==> config.mk <==
export PLATFORM = sky130hd
export DESIGN_NAME = ht_traffic_gen
export DESIGN_NICKNAME = d
export VERILOG_FILES = /design/src/rtl/ht_traffic_gen.sv
export SDC_FILE = /design/constraint.sdc
export NUM_CORES = 1
export LEC_CHECK = 0
export ABC_AREA = 0
export CAP_MARGIN = 20
export CORE_AREA = 2 2 151 153
export DETAILED_ROUTE_END_ITERATION = 8
export DIE_AREA = 0 0 153 155
export GPL_TIMING_DRIVEN = 0
export PLACE_DENSITY = 0.77
export SETUP_SLACK_MARGIN = 0.4
export SYNTH_ARGS = -nofsm -noshare
export SYNTH_HDL_FRONTEND = slang
export SYNTH_SLANG_ARGS = --single-unit
==> constraint.sdc <==
create_clock -name clk_i -period 17 [get_ports clk_i]
set_clock_uncertainty 0.2 [all_clocks]
set_input_delay 1.7 -clock clk_i [delete_from_list [all_inputs] [get_ports clk_i]]
set_output_delay 1.7 -clock clk_i [all_outputs]
set_load 0.01 [all_outputs]
==> src/rtl/ht_traffic_gen.sv <==
// Hash table command source and result checker for on-chip bring-up and soak runs.
// Issues an insert/search/delete sweep over N keys and scores every echoed result.
module ht_traffic_gen #(
  parameter int unsigned          KEY_WIDTH   = 32,
  parameter int unsigned          VALUE_WIDTH = 16,
  parameter int unsigned          CNT_WIDTH   = 16,
  parameter logic [VALUE_WIDTH-1:0] VALUE_XOR = 16'hA5C3
) (
  input  logic                   clk_i,
  input  logic                   rst_i,
  input  logic                   start_i,
  input  logic [CNT_WIDTH-1:0]   num_keys_i,
  input  logic [KEY_WIDTH-1:0]   key_base_i,
  output logic                   busy_o,
  output logic                   done_o,
  output logic                   cmd_valid_o,
  input  logic                   cmd_ready_i,
  output logic [KEY_WIDTH-1:0]   cmd_key_o,
  output logic [VALUE_WIDTH-1:0] cmd_value_o,
  output logic [1:0]             cmd_opcode_o,
  input  logic                   res_valid_i,
  output logic                   res_ready_o,
  input  logic [KEY_WIDTH-1:0]   res_key_i,
  input  logic [1:0]             res_opcode_i,
  input  logic [2:0]             res_rescode_i,
  input  logic [VALUE_WIDTH-1:0] res_found_value_i,
  output logic [CNT_WIDTH-1:0]   ok_cnt_o,
  output logic [CNT_WIDTH-1:0]   err_cnt_o,
  output logic [KEY_WIDTH-1:0]   first_err_key_o,
  output logic                   first_err_valid_o
);

  localparam logic [1:0] OP_SEARCH         = 2'd0;
  localparam logic [1:0] OP_INSERT         = 2'd1;
  localparam logic [1:0] OP_DELETE         = 2'd2;
  localparam logic [2:0] RC_SEARCH_FOUND   = 3'd0;
  localparam logic [2:0] RC_INSERT_SUCCESS = 3'd2;
  localparam logic [2:0] RC_DELETE_SUCCESS = 3'd5;

  typedef enum logic [1:0] {S_IDLE, S_ISSUE, S_DRAIN, S_DONE} state_t;
  typedef enum logic [1:0] {PH_INSERT, PH_SEARCH, PH_DELETE} phase_t;

  state_t                 state_q, state_d;
  phase_t                 phase_q, phase_d;
  logic [CNT_WIDTH-1:0]   n_q, n_d, idx_q, idx_d, out_q, out_d, ok_d, err_d;
  logic [KEY_WIDTH-1:0]   base_q, base_d, ferr_key_d, key_d;
  logic                   ferr_valid_d, busy_d, done_d, valid_d;
  logic [VALUE_WIDTH-1:0] value_d;
  logic [1:0]             opcode_d;
  logic                   start_ok, hs, res_pass, op_known;
  logic [2:0]             exp_rc;

  assign res_ready_o = 1'b1;
  assign start_ok    = start_i && (state_q == S_IDLE || state_q == S_DONE);
  assign hs          = (state_q == S_ISSUE) && cmd_ready_i;

  // Result check: echoed opcode selects the expected rescode; unsolicited results always fail
  always_comb begin
    exp_rc   = RC_SEARCH_FOUND;
    op_known = 1'b1;
    case (res_opcode_i)
      OP_INSERT: exp_rc = RC_INSERT_SUCCESS;
      OP_SEARCH: exp_rc = RC_SEARCH_FOUND;
      OP_DELETE: exp_rc = RC_DELETE_SUCCESS;
      default:   op_known = 1'b0;
    endcase
    res_pass = (out_q != '0) && op_known && (res_rescode_i == exp_rc) &&
               ((res_opcode_i != OP_SEARCH) ||
                (res_found_value_i == (res_key_i[VALUE_WIDTH-1:0] ^ VALUE_XOR)));
  end

  // State and datapath registers
  always_ff @(posedge clk_i or posedge rst_i) begin
    if (rst_i) begin
      state_q           <= S_IDLE;
      phase_q           <= PH_INSERT;
      n_q               <= '0;
      base_q            <= '0;
      idx_q             <= '0;
      out_q             <= '0;
      ok_cnt_o          <= '0;
      err_cnt_o         <= '0;
      first_err_key_o   <= '0;
      first_err_valid_o <= 1'b0;
      busy_o            <= 1'b0;
      done_o            <= 1'b0;
      cmd_valid_o       <= 1'b0;
      cmd_key_o         <= '0;
      cmd_value_o       <= '0;
      cmd_opcode_o      <= '0;
    end else begin
      state_q           <= state_d;
      phase_q           <= phase_d;
      n_q               <= n_d;
      base_q            <= base_d;
      idx_q             <= idx_d;
      out_q             <= out_d;
      ok_cnt_o          <= ok_d;
      err_cnt_o         <= err_d;
      first_err_key_o   <= ferr_key_d;
      first_err_valid_o <= ferr_valid_d;
      busy_o            <= busy_d;
      done_o            <= done_d;
      cmd_valid_o       <= valid_d;
      cmd_key_o         <= key_d;
      cmd_value_o       <= value_d;
      cmd_opcode_o      <= opcode_d;
    end
  end

  // Next state, sweep position, outstanding tracking and scoring
  always_comb begin
    state_d      = state_q;
    phase_d      = phase_q;
    n_d          = n_q;
    base_d       = base_q;
    idx_d        = idx_q;
    out_d        = out_q + CNT_WIDTH'(hs) - CNT_WIDTH'(res_valid_i && (out_q != '0));
    ok_d         = ok_cnt_o;
    err_d        = err_cnt_o;
    ferr_key_d   = first_err_key_o;
    ferr_valid_d = first_err_valid_o;

    if (res_valid_i) begin
      if (res_pass) begin
        if (ok_cnt_o != '1) ok_d = ok_cnt_o + CNT_WIDTH'(1);
      end else begin
        if (err_cnt_o != '1) err_d = err_cnt_o + CNT_WIDTH'(1);
        if (!first_err_valid_o) begin
          ferr_key_d   = res_key_i;
          ferr_valid_d = 1'b1;
        end
      end
    end

    case (state_q)
      S_IDLE, S_DONE: begin
        if (start_ok) begin
          n_d          = num_keys_i;
          base_d       = key_base_i;
          idx_d        = '0;
          out_d        = '0;
          ok_d         = '0;
          err_d        = '0;
          ferr_key_d   = '0;
          ferr_valid_d = 1'b0;
          phase_d      = PH_INSERT;
          state_d      = (num_keys_i == '0) ? S_DONE : S_ISSUE;
        end
      end
      S_ISSUE: begin
        if (hs) begin
          idx_d = idx_q + CNT_WIDTH'(1);
          if (idx_q == n_q - CNT_WIDTH'(1)) state_d = S_DRAIN;
        end
      end
      S_DRAIN: begin
        if (out_q == '0) begin
          if (phase_q == PH_DELETE) begin
            state_d = S_DONE;
          end else begin
            phase_d = (phase_q == PH_INSERT) ? PH_SEARCH : PH_DELETE;
            idx_d   = '0;
            state_d = S_ISSUE;
          end
        end
      end
      default: state_d = S_IDLE;
    endcase
  end

  // Registered outputs are computed from next-state values so they align with the state
  always_comb begin
    busy_d   = (state_d == S_ISSUE) || (state_d == S_DRAIN);
    done_d   = (state_d == S_DONE) && ((state_q != S_DONE) || start_ok);
    valid_d  = (state_d == S_ISSUE);
    key_d    = base_d + KEY_WIDTH'(idx_d);
    value_d  = '0;
    opcode_d = OP_INSERT;
    case (phase_d)
      PH_INSERT: begin
        opcode_d = OP_INSERT;
        value_d  = key_d[VALUE_WIDTH-1:0] ^ VALUE_XOR;
      end
      PH_SEARCH: opcode_d = OP_SEARCH;
      default:   opcode_d = OP_DELETE;
    endcase
  end

endmodule

# After elaboration in Yosys (flattened, before gate mapping)

Cells that the tools add are included.

Output and inout bits: 119
Input bits: 106
Logic and storage cells: 107
Bits in registers: 202

Equal/unequal tests: 16
Add/sub/neg operators: 7
Bitwise logic cells: 2
Reduce and logical (&&, ||, !) cells: 22
Muxes and demuxes: 44

Operators by type and width:

| kind                                                                  | count |
|---|---|
| 16-bit 2-to-1 mux                                                     | 17 |
| 32-bit 2-to-1 mux                                                     | 7 |
| 16-bit by 1-bit adder with 16-bit output (second input constant)      | 3 |
| 16-bit one-hot mux with 3 select lines                                | 1 |
| 32-bit by 16-bit adder with 32-bit output                             | 1 |
| 16-bit == test                                                        | 2 |
| 16-bit logical NOT                                                    | 2 |
| 16-bit != test (second input constant)                                | 2 |
| 2-bit 2-to-1 mux                                                      | 10 |
| 16-bit by 1-bit adder with 16-bit output                              | 1 |
| 8-bit NOT                                                             | 2 |
| 16-bit nonzero test                                                   | 1 |
| 16-bit by 1-bit subtractor with 16-bit output                         | 1 |
| 16-bit by 1-bit subtractor with 16-bit output (second input constant) | 1 |
| 2-bit == test (second input constant)                                 | 6 |
| 2-bit by 1-bit == test with 1-bit output (second input constant)      | 4 |
| 2-bit logical NOT                                                     | 4 |
| 2-bit one-hot mux with 2 select lines                                 | 2 |
| 1-bit logical AND                                                     | 7 |
| 2-bit one-hot mux with 3 select lines                                 | 1 |
| 3-bit one-hot mux with 2 select lines                                 | 1 |
| 1-bit 2-to-1 mux                                                      | 5 |
| 1-bit logical OR                                                      | 4 |
| 3-bit == test                                                         | 1 |
| 5 further kinds                                                       | 5 |

# Depth between registers and ports, before layout

Gate-level depths: netlist of run 1.

Word-level depth: 10
Depth in mapped cells: 20
Gate-level depth less buffers: 18

# Worst setup path after synthesis of run 1

Ideal clock, no wire load.

Kind: input to register
Start: in start_i
End: reg cmd_key_o[22]
Library setup time: 79 ps
Arrival time: 5,159 ps
Cell stages on the path: 19
Required time: 16,721 ps
Setup slack: 11,562 ps
Path through: buf_4 and2_1 buf_4 buf_2 clkbuf_1 buf_1 clkbuf_1 nand2_1 nand2_1 ha_1 inv_1 fa_1 nor2b_1 o31a_1 o221ai_1 a211oi_1 o221ai_1 nor3_1 xor2_1

Cells in the longest elaborated chain, start to end: 4

RTL lines:

| element                                   | RTL line | source |
|---|---|---|
| start: declaration                        | 11       | `input logic start_i,` |
| 1-bit logical AND                         | 54       | `assign start_ok = start_i && (state_q == S_IDLE \|\| state_q == S_DONE);` |
| 32-bit 2-to-1 mux                         | 138      | `if (start_ok) begin` |
| 32-bit 2-to-1 mux                         | 136      | `case (state_q)` |
| net base_d[0]                             | 46       | `logic [KEY_WIDTH-1:0] base_q, base_d, ferr_key_d, key_d;` |
| 32-bit by 16-bit adder with 32-bit output | 177      | `key_d = base_d + KEY_WIDTH'(idx_d);` |
| net key_d[22]                             | 46       |  |
| end signal: assignment                    | 105      | `cmd_key_o <= key_d;` |
| end: declaration                          | 18       | `output logic [KEY_WIDTH-1:0] cmd_key_o,` |

The timed path passes the listed nets, and every way through them passes these cells.
A chain may end at the register's enable or synchronous reset.

# Worst setup path in the final report of run 1

Start: in start_i
End: reg cmd_key_o[20]

The elaborated chain is that of the path after synthesis.

==> results of run 1 <==
==> layout make-up <==
type / count / share of cell area (%)
repair buffers: 222 / 15.7
clock inverters: 10 / 0.615
inverters: 54 / 1.48
well taps: 285 / 2.50
flip-flops and latches: 202 / 35.5
plain buffers: 54 / 1.62
clock buffers: 30 / 4.58
multi-input cells: 865 / 38.0
==> worst max-delay path: stages <==
cell,delay (ns)
buf_4,0.17
and2_1,0.14
buf_4,0.18
buf_2,0.30
clkbuf_1,0.45
buf_1,0.62
clkbuf_1,0.42
nand2_1,0.10
nand2_1,0.09
ha_1,0.17
inv_1,0.06
fa_1,0.41
nor2b_1,0.17
o31a_1,0.19
o221ai_1,0.22
a211oi_1,0.31
o221ai_1,0.38
nor3_1,0.30
xor2_1,0.17
==> cell usage in the layout (no fill, tap or decap), drive strengths merged, types with 29 or more instances in the layout <==
cell type	n
clkdlybuf4s50	221
nand4	29
dfrtp	202
mux2i	39
o21ai	47
inv	55
nor2	123
clkbuf	69
a21oi	58
xnor2	51
nor3	29
xor2	39
ha	48
nand2	181
==> worst min-delay path by stage <==
stage	from	to	slack, ns	cells past startpoint
floorplan	base_q[30]$_DFF_PP0_	base_q[30]$_DFF_PP0_	0.24	2
global placement	base_q[30]$_DFF_PP0_	base_q[30]$_DFF_PP0_	0.25	2
detailed placement	base_q[9]$_DFF_PP0_	base_q[9]$_DFF_PP0_	0.26	2
CTS	base_q[9]$_DFF_PP0_	base_q[9]$_DFF_PP0_	0.28	2
global route	base_q[9]$_DFF_PP0_	base_q[9]$_DFF_PP0_	0.31	2
finish	base_q[9]$_DFF_PP0_	base_q[9]$_DFF_PP0_	0.28	2
==> layer usage <==
| metal | share of wire [%] | up-vias | track usage, % |
|---|---|---|---|
| met1 | 42 | 4481 | 30.3 |
| met5 | 0 | - | 0 |
| li1 | - | 4551 | - |
| met3 | 7.0 | 60 | 5.26 |
| met4 | 3.0 | 0 | 7.63 |
| met2 | 48 | 332 | 41.1 |
==> power breakdown <==
| group | switching (W) | total [W] | internal, W |
|---|---|---|---|
| clock network | 0.000197 | 0.000482 | 0.000285 |
| registers | 0.0000859 | 0.000744 | 0.000658 |
| logic | 0.000681 | 0.00121 | 0.000531 |
==> per-stage QoR <==
step,power [W],hold WS [ns],cell area [sq um]
4_1_cts,0.00245,0.279,14200
2_1_floorplan,0.00153,0.241,10900
5_1_grt,0.00263,0.305,14200
3_3_place_gp,0.00192,0.253,13500
6_report,0.00244,0.276,14200
3_5_place_dp,0.00196,0.265,13500
==> logic make-up (layout without fill, tap and decap cells) <==
group | Yosys count | in the layout | synth area share (%)
muxes | 40 | 40 | 3.69
DFF | 202 | 202 | 46.4
adders and majority gates | 50 | 50 | 5.88
buffers and inverters | 108 | 370 | 3.97
and+or+nand+nor | 489 | 489 | 21.2
other | 1 | 1 | 0.0344
xor gates and xnor gates | 90 | 90 | 7.23
AOI/OAI and AO/OA | 195 | 195 | 11.6
==> sequential cells by signal, summed over array words and instances (netlist names), 16 cells and up <==
register	cells
base_q	32
cmd_key_o	32
first_err_key_o	32
cmd_value_o	16
err_cnt_o	16
idx_q	16
n_q	16
ok_cnt_o	16
out_q	16
==> out/results.txt, run 1 <==
Nets: 1,578
Grt ovf: 0
Area fraction of the dominant cell type after synthesis: 46.4%
Clock Tree Buf Depth: 3
Antenna cells: 0
H-Tree Depth: 1
CP Launch Type: input port
Synthesized instance count: 1,175
Worst R2R Setup Slack: 11.16 ns
Post-synth net total: 1,331
Wire per inst: 16.5 um
Share of cells above drive strength 1: 4.73%
Synth Register Bits: 202
Post-layout util: 64.1%
Final Cycle Share: 37.2%
Worst r2r path cells: 19
Fin. Hold Viols: 0
Setup CP Type: in2reg
Post-Syn Area per Cell: 9.27 sq um
Largest net degree at the start of global routing: 130
First-pass DRT Iterations: 6
Hold WC Path Type: reg2reg
Origin of the critical flop-to-flop path: state_q[0]$_DFF_PP0_
CP Max Fanout: 10
Setup WS pre-CTS: 10.13 ns
Routed vias/inst: 5.47
Slew margin rel.: 30.5%
Drt total wl: 28,400 um
Netlist Area Pre-Place: 10,900 sq um
Top post-synthesis cells by area: dfrtp_1 (46%), nand2_1 (6.2%), ha_1 (5.5%)
Antenna viol nets, final: 0
Initial Utilization: 49.0%
LEAKAGE: 6.38 nW
CTS tree: done
Drt drc: 0
Synthesis Warnings: 0
Die width: 153 um
Top_reg_cell synth: dfrtp_1
Worst-Margin Slew: 1.03 ns
Worst Setup SP: start_i
Worst setup margin: 10.68 ns
# setup viols final: 0
Largest area contributor in the netlist: dfrtp_1
Number of gates resized after cts: 0
Die ar.: 23,700 sq um
Post-Layout Cell Count: 1,722
Register area share after synthesis: 46.4%
Count leader, synth: dfrtp_1
First DRT Iteration DRCs: 539
Outcome: completed
Row cnt: 55
PD cells: 171 nW/um^2
Period minus WS final: 6.32 ns
Yosys cell types: 71
Max Clock Freq: 0.158 GHz
Arr. time, crit path: 6.55 ns
Layout area overhead: 30.7%
CP required: 17.23 ns
PortBufs: 221
Cts hold-fix bufs: 0
CP Capture Type: register
GRT Util Overall: 23.9%
Fillers: 1,788
R2R Path End: cmd_key_o[20]$_DFF_PP0_
Antenna violations before repair: 0
Final Wtd Congestion: 0.917
Count of flip-flops with a built-in enable after synthesis: 0
Num CTS Buffers: 23
First-pass GRT wire length: 46,800 um
Via count: 9,424
Critical path endpoint: cmd_key_o[20]$_DFF_PP0_
Placed cells: 1,682
Commonest cells in the synthesized netlist: dfrtp_1 (202), nand2_1 (181), nor2_1 (123), a21oi_1 (58), inv_1 (54)
Via count of the first global-routing pass: 9,435
Clock Latency Late Sink: 0.52 ns
RSZ-0062 raised after global routing: false
CTS root buf: clkbuf_16
Setup bufs post-CTS: 0
Clock-pin slew of the registers on the worst-case setup and hold paths: 0.06 ns
Die Span Y: 155 um
Core area: 22,200 sq um
Sum Neg Setup Slack: 0 ns
Async SR Flop Fraction: 100%
Clk sinks: 202
# IOs: 225
Dpl hpwl: 21,300 um
Max_cap viols: 0
Maximum vdd drop: 0.103 mV
Multi-input logic area: 5410 sq um
Reg area: 5050 sq um
Max Slew Vio Count: 0
No activity file was read; power rests on OpenSTA's default activity.
==> inputs of run 2 (changes only) <==
clock period = 5.9 ns   (was 17 ns; I/O delays follow)
==> run 2 against run 1 <==
Cell count is 0.35% higher. Sequential share of layout area shrank 0.27 points. Non-clock buffer count increased by 4. Sequential power increased to 2.9 times the previous value. Global-route usage grew 0.23 points. Largest cell class unchanged. Via count grew 0.80%. Flip-flop and latch count did not move. Final area grew 0.76%. Setup slack got worse by 9.9 ns.
==> out/results.txt, run 2 (synthesis gave the netlist of run 1 again) <==
Clock-pin slew of the registers on the worst-case setup and hold paths: 0.06 ns (about the same)
PortBufs: 221 (unchanged)
Clk sinks: 202 (unchanged)
Final Wtd Congestion: 0.895 (-2.4%)
First-pass DRT Iterations: 5 (-1)
Worst R2R Setup Slack: 0.78 ns (-10.38 ns)
Worst-Margin Slew: 0.974 ns (-0.0614 ns)
Wire per inst: 16.8 um (+1.7%)
Dpl hpwl: 21,800 um (+2.6%)
Max Clock Freq: 0.195 GHz
Origin of the critical flop-to-flop path: state_q[0]$_DFF_PP0_
Grt ovf: 0 (unchanged)
Post-Layout Cell Count: 1,728 (+0.35%)
# IOs: 225 (unchanged)
Worst Setup SP: state_q[0]$_DFF_PP0_
Share of cells above drive strength 1: 5.75% (+1.0 points)
Drt total wl: 29,000 um (+2.0%)
Initial Utilization: 49.0% (unchanged)
GRT Util Overall: 24.2% (+0.23 points)
Fin. Hold Viols: 0 (unchanged)
Largest regs: base_q: 32 flops, cmd_key_o: 32 flops, first_err_key_o: 32 flops
CP Capture Type: register
Die width: 153 um (unchanged)
Drt drc: 0 (unchanged)
First-pass GRT wire length: 47,100 um (+0.69%)
Placed cells: 1,686 (+0.24%)
Nets: 1,582 (+0.25%)
RSZ-0062 raised after global routing: true
Hold WC Path Type: reg2reg
Setup CP Type: reg2reg
Die Span Y: 155 um (unchanged)
CP required: 6.08 ns (-11.15 ns)
Layout area overhead: 31.7%
H-Tree Depth: 1 (unchanged)
Via count: 9,499 (+0.80%)
Arr. time, crit path: 5.30 ns (-1.25 ns)
CTS root buf: clkbuf_16
Min-delay src: base_q[14]$_DFF_PP0_
Antenna cells: 0 (unchanged)
Largest net degree at the start of global routing: 42 (-68%)
Clock Latency Late Sink: 0.52 ns (about the same)
Routed vias/inst: 5.50 (+0.45%)
Most common cell after layout, fill and taps aside: clkdlybuf4s50_1
Outcome: completed
Final Cycle Share: 86.8%
CTS tree: done
Most frequent cells in the layout: clkdlybuf4s50_1 (221), dfrtp_1 (202), nand2_1 (180)
Sum Neg Setup Slack: 0 ns (unchanged)
Slew margin rel.: 34.7% (+4.1 points)
Clock Tree Buf Depth: 3 (unchanged)
Via count of the first global-routing pass: 9,422 (-0.14%)
Period minus WS final: 5.12 ns
Setup bufs post-CTS: 0 (unchanged)
First DRT Iteration DRCs: 562 (+4.3%)
PD cells: 491 nW/um^2 (+190%)
Antenna viol nets, final: 0 (unchanged)
Die ar.: 23,700 sq um (unchanged)
Core area: 22,200 sq um (unchanged)
Maximum vdd drop: 0.342 mV (+230%)
Max_cap viols: 0 (unchanged)
Row cnt: 55 (unchanged)
# setup viols final: 0 (unchanged)
CP Launch Type: register
CP Max Fanout: 10 (unchanged)
Antenna violations before repair: 0 (unchanged)
LEAKAGE: 6.43 nW (+0.86%)
Max Slew Vio Count: 0 (unchanged)
Num CTS Buffers: 23 (unchanged)
[run 2: cell types whose count changed in the layout (fill, tap and decap cells not counted), sizes merged]
| cell | delta |
|---|---|
| buf | +4 |
| clkbuf | +2 |
| clkinv | -1 |
| clkinvlp | +2 |
| inv | -1 |
[run 2: worst max-delay path: stages (launching register included)]
cell       delay, ns
dfrtp_1         0.43
inv_1           0.08
ha_1            0.35
clkbuf_1        0.39
nand2_2         0.25
clkbuf_2        0.30
clkbuf_2        0.30
clkbuf_1        0.33
nand2_1         0.17
nand2_1         0.08
ha_1            0.37
nand3_1         0.14
nor2_1          0.25
nor4b_2         0.34
o311ai_2        0.32
a2111oi_1       0.57
xor2_1          0.12
[run 2: final cells by class]
type | instances | area, sq um
buffer | 54 | 239
clock buffer | 32 | 669
clock inverter | 10 | 86.3
fill | 1794 | 7880
inverter | 54 | 206
multi-input combinational | 865 | 5430
sequential | 202 | 5050
tap | 285 | 357
timing repair buffer | 226 | 2310
[run 2: per-layer routing]
layer  routed length, um  vias up  part of all wire [%]  GRT usage, %
met5                   0        -                     0             0
met4                 844        0                   2.9          7.85
met3                2010       57                   6.9          5.46
met2               13900      340                    48          41.1
met1               12200     4539                    42          30.8
li1                    -     4563                     -             -
[run 2: worst paths after layout]
check                                                to  depth (start not counted)
max reg2reg                     cmd_key_o[31]$_DFF_PP0_                         16
min in group asynchronous  first_err_key_o[3]$_DFF_PP0_                          2
min                                base_q[14]$_DFF_PP0_                          2
min reg2reg                        base_q[14]$_DFF_PP0_                          2
max                             cmd_key_o[31]$_DFF_PP0_                         16
max in group asynchronous     cmd_value_o[12]$_DFF_PP0_                          5
[run 2: through the flow]
stage	worst slack (ns)	hold WS, ns	power [W]	utilization, %	cell area, sq um
floorplan	1.53	0.241	0.00441	-	10900
global placement	0.0933	0.253	0.00553	60.6	13500
detailed placement	0.00432	0.265	0.00564	61.1	13600
CTS	0.516	0.282	0.00709	64.5	14300
global route	0.341	0.299	0.00759	64.6	14400
finish	0.777	0.283	0.00705	64.6	14400
[run 2: what timing repair did]
| action | CTS | global route |
|---|---|---|
| hold endpoints to repair | 0 | 0 |
| setup endpoints to repair | 15 | 10 |
| resized for setup | 5 | 7 |
| hold buffers | 0 | 0 |
[run 2: report_power, final]
part,internal [W],switching [W]
logic,0.00154,0.00196
clock network,0.000836,0.000563
registers,0.00190,0.000251
total,0.00428,0.00278
==> inputs of run 3 (changes only) <==
GPL_ROUTABILITY_DRIVEN = 0   (was default)
==> results of run 3 <==
Same layout as run 2: the final DEF is identical, and so are final timing and power.
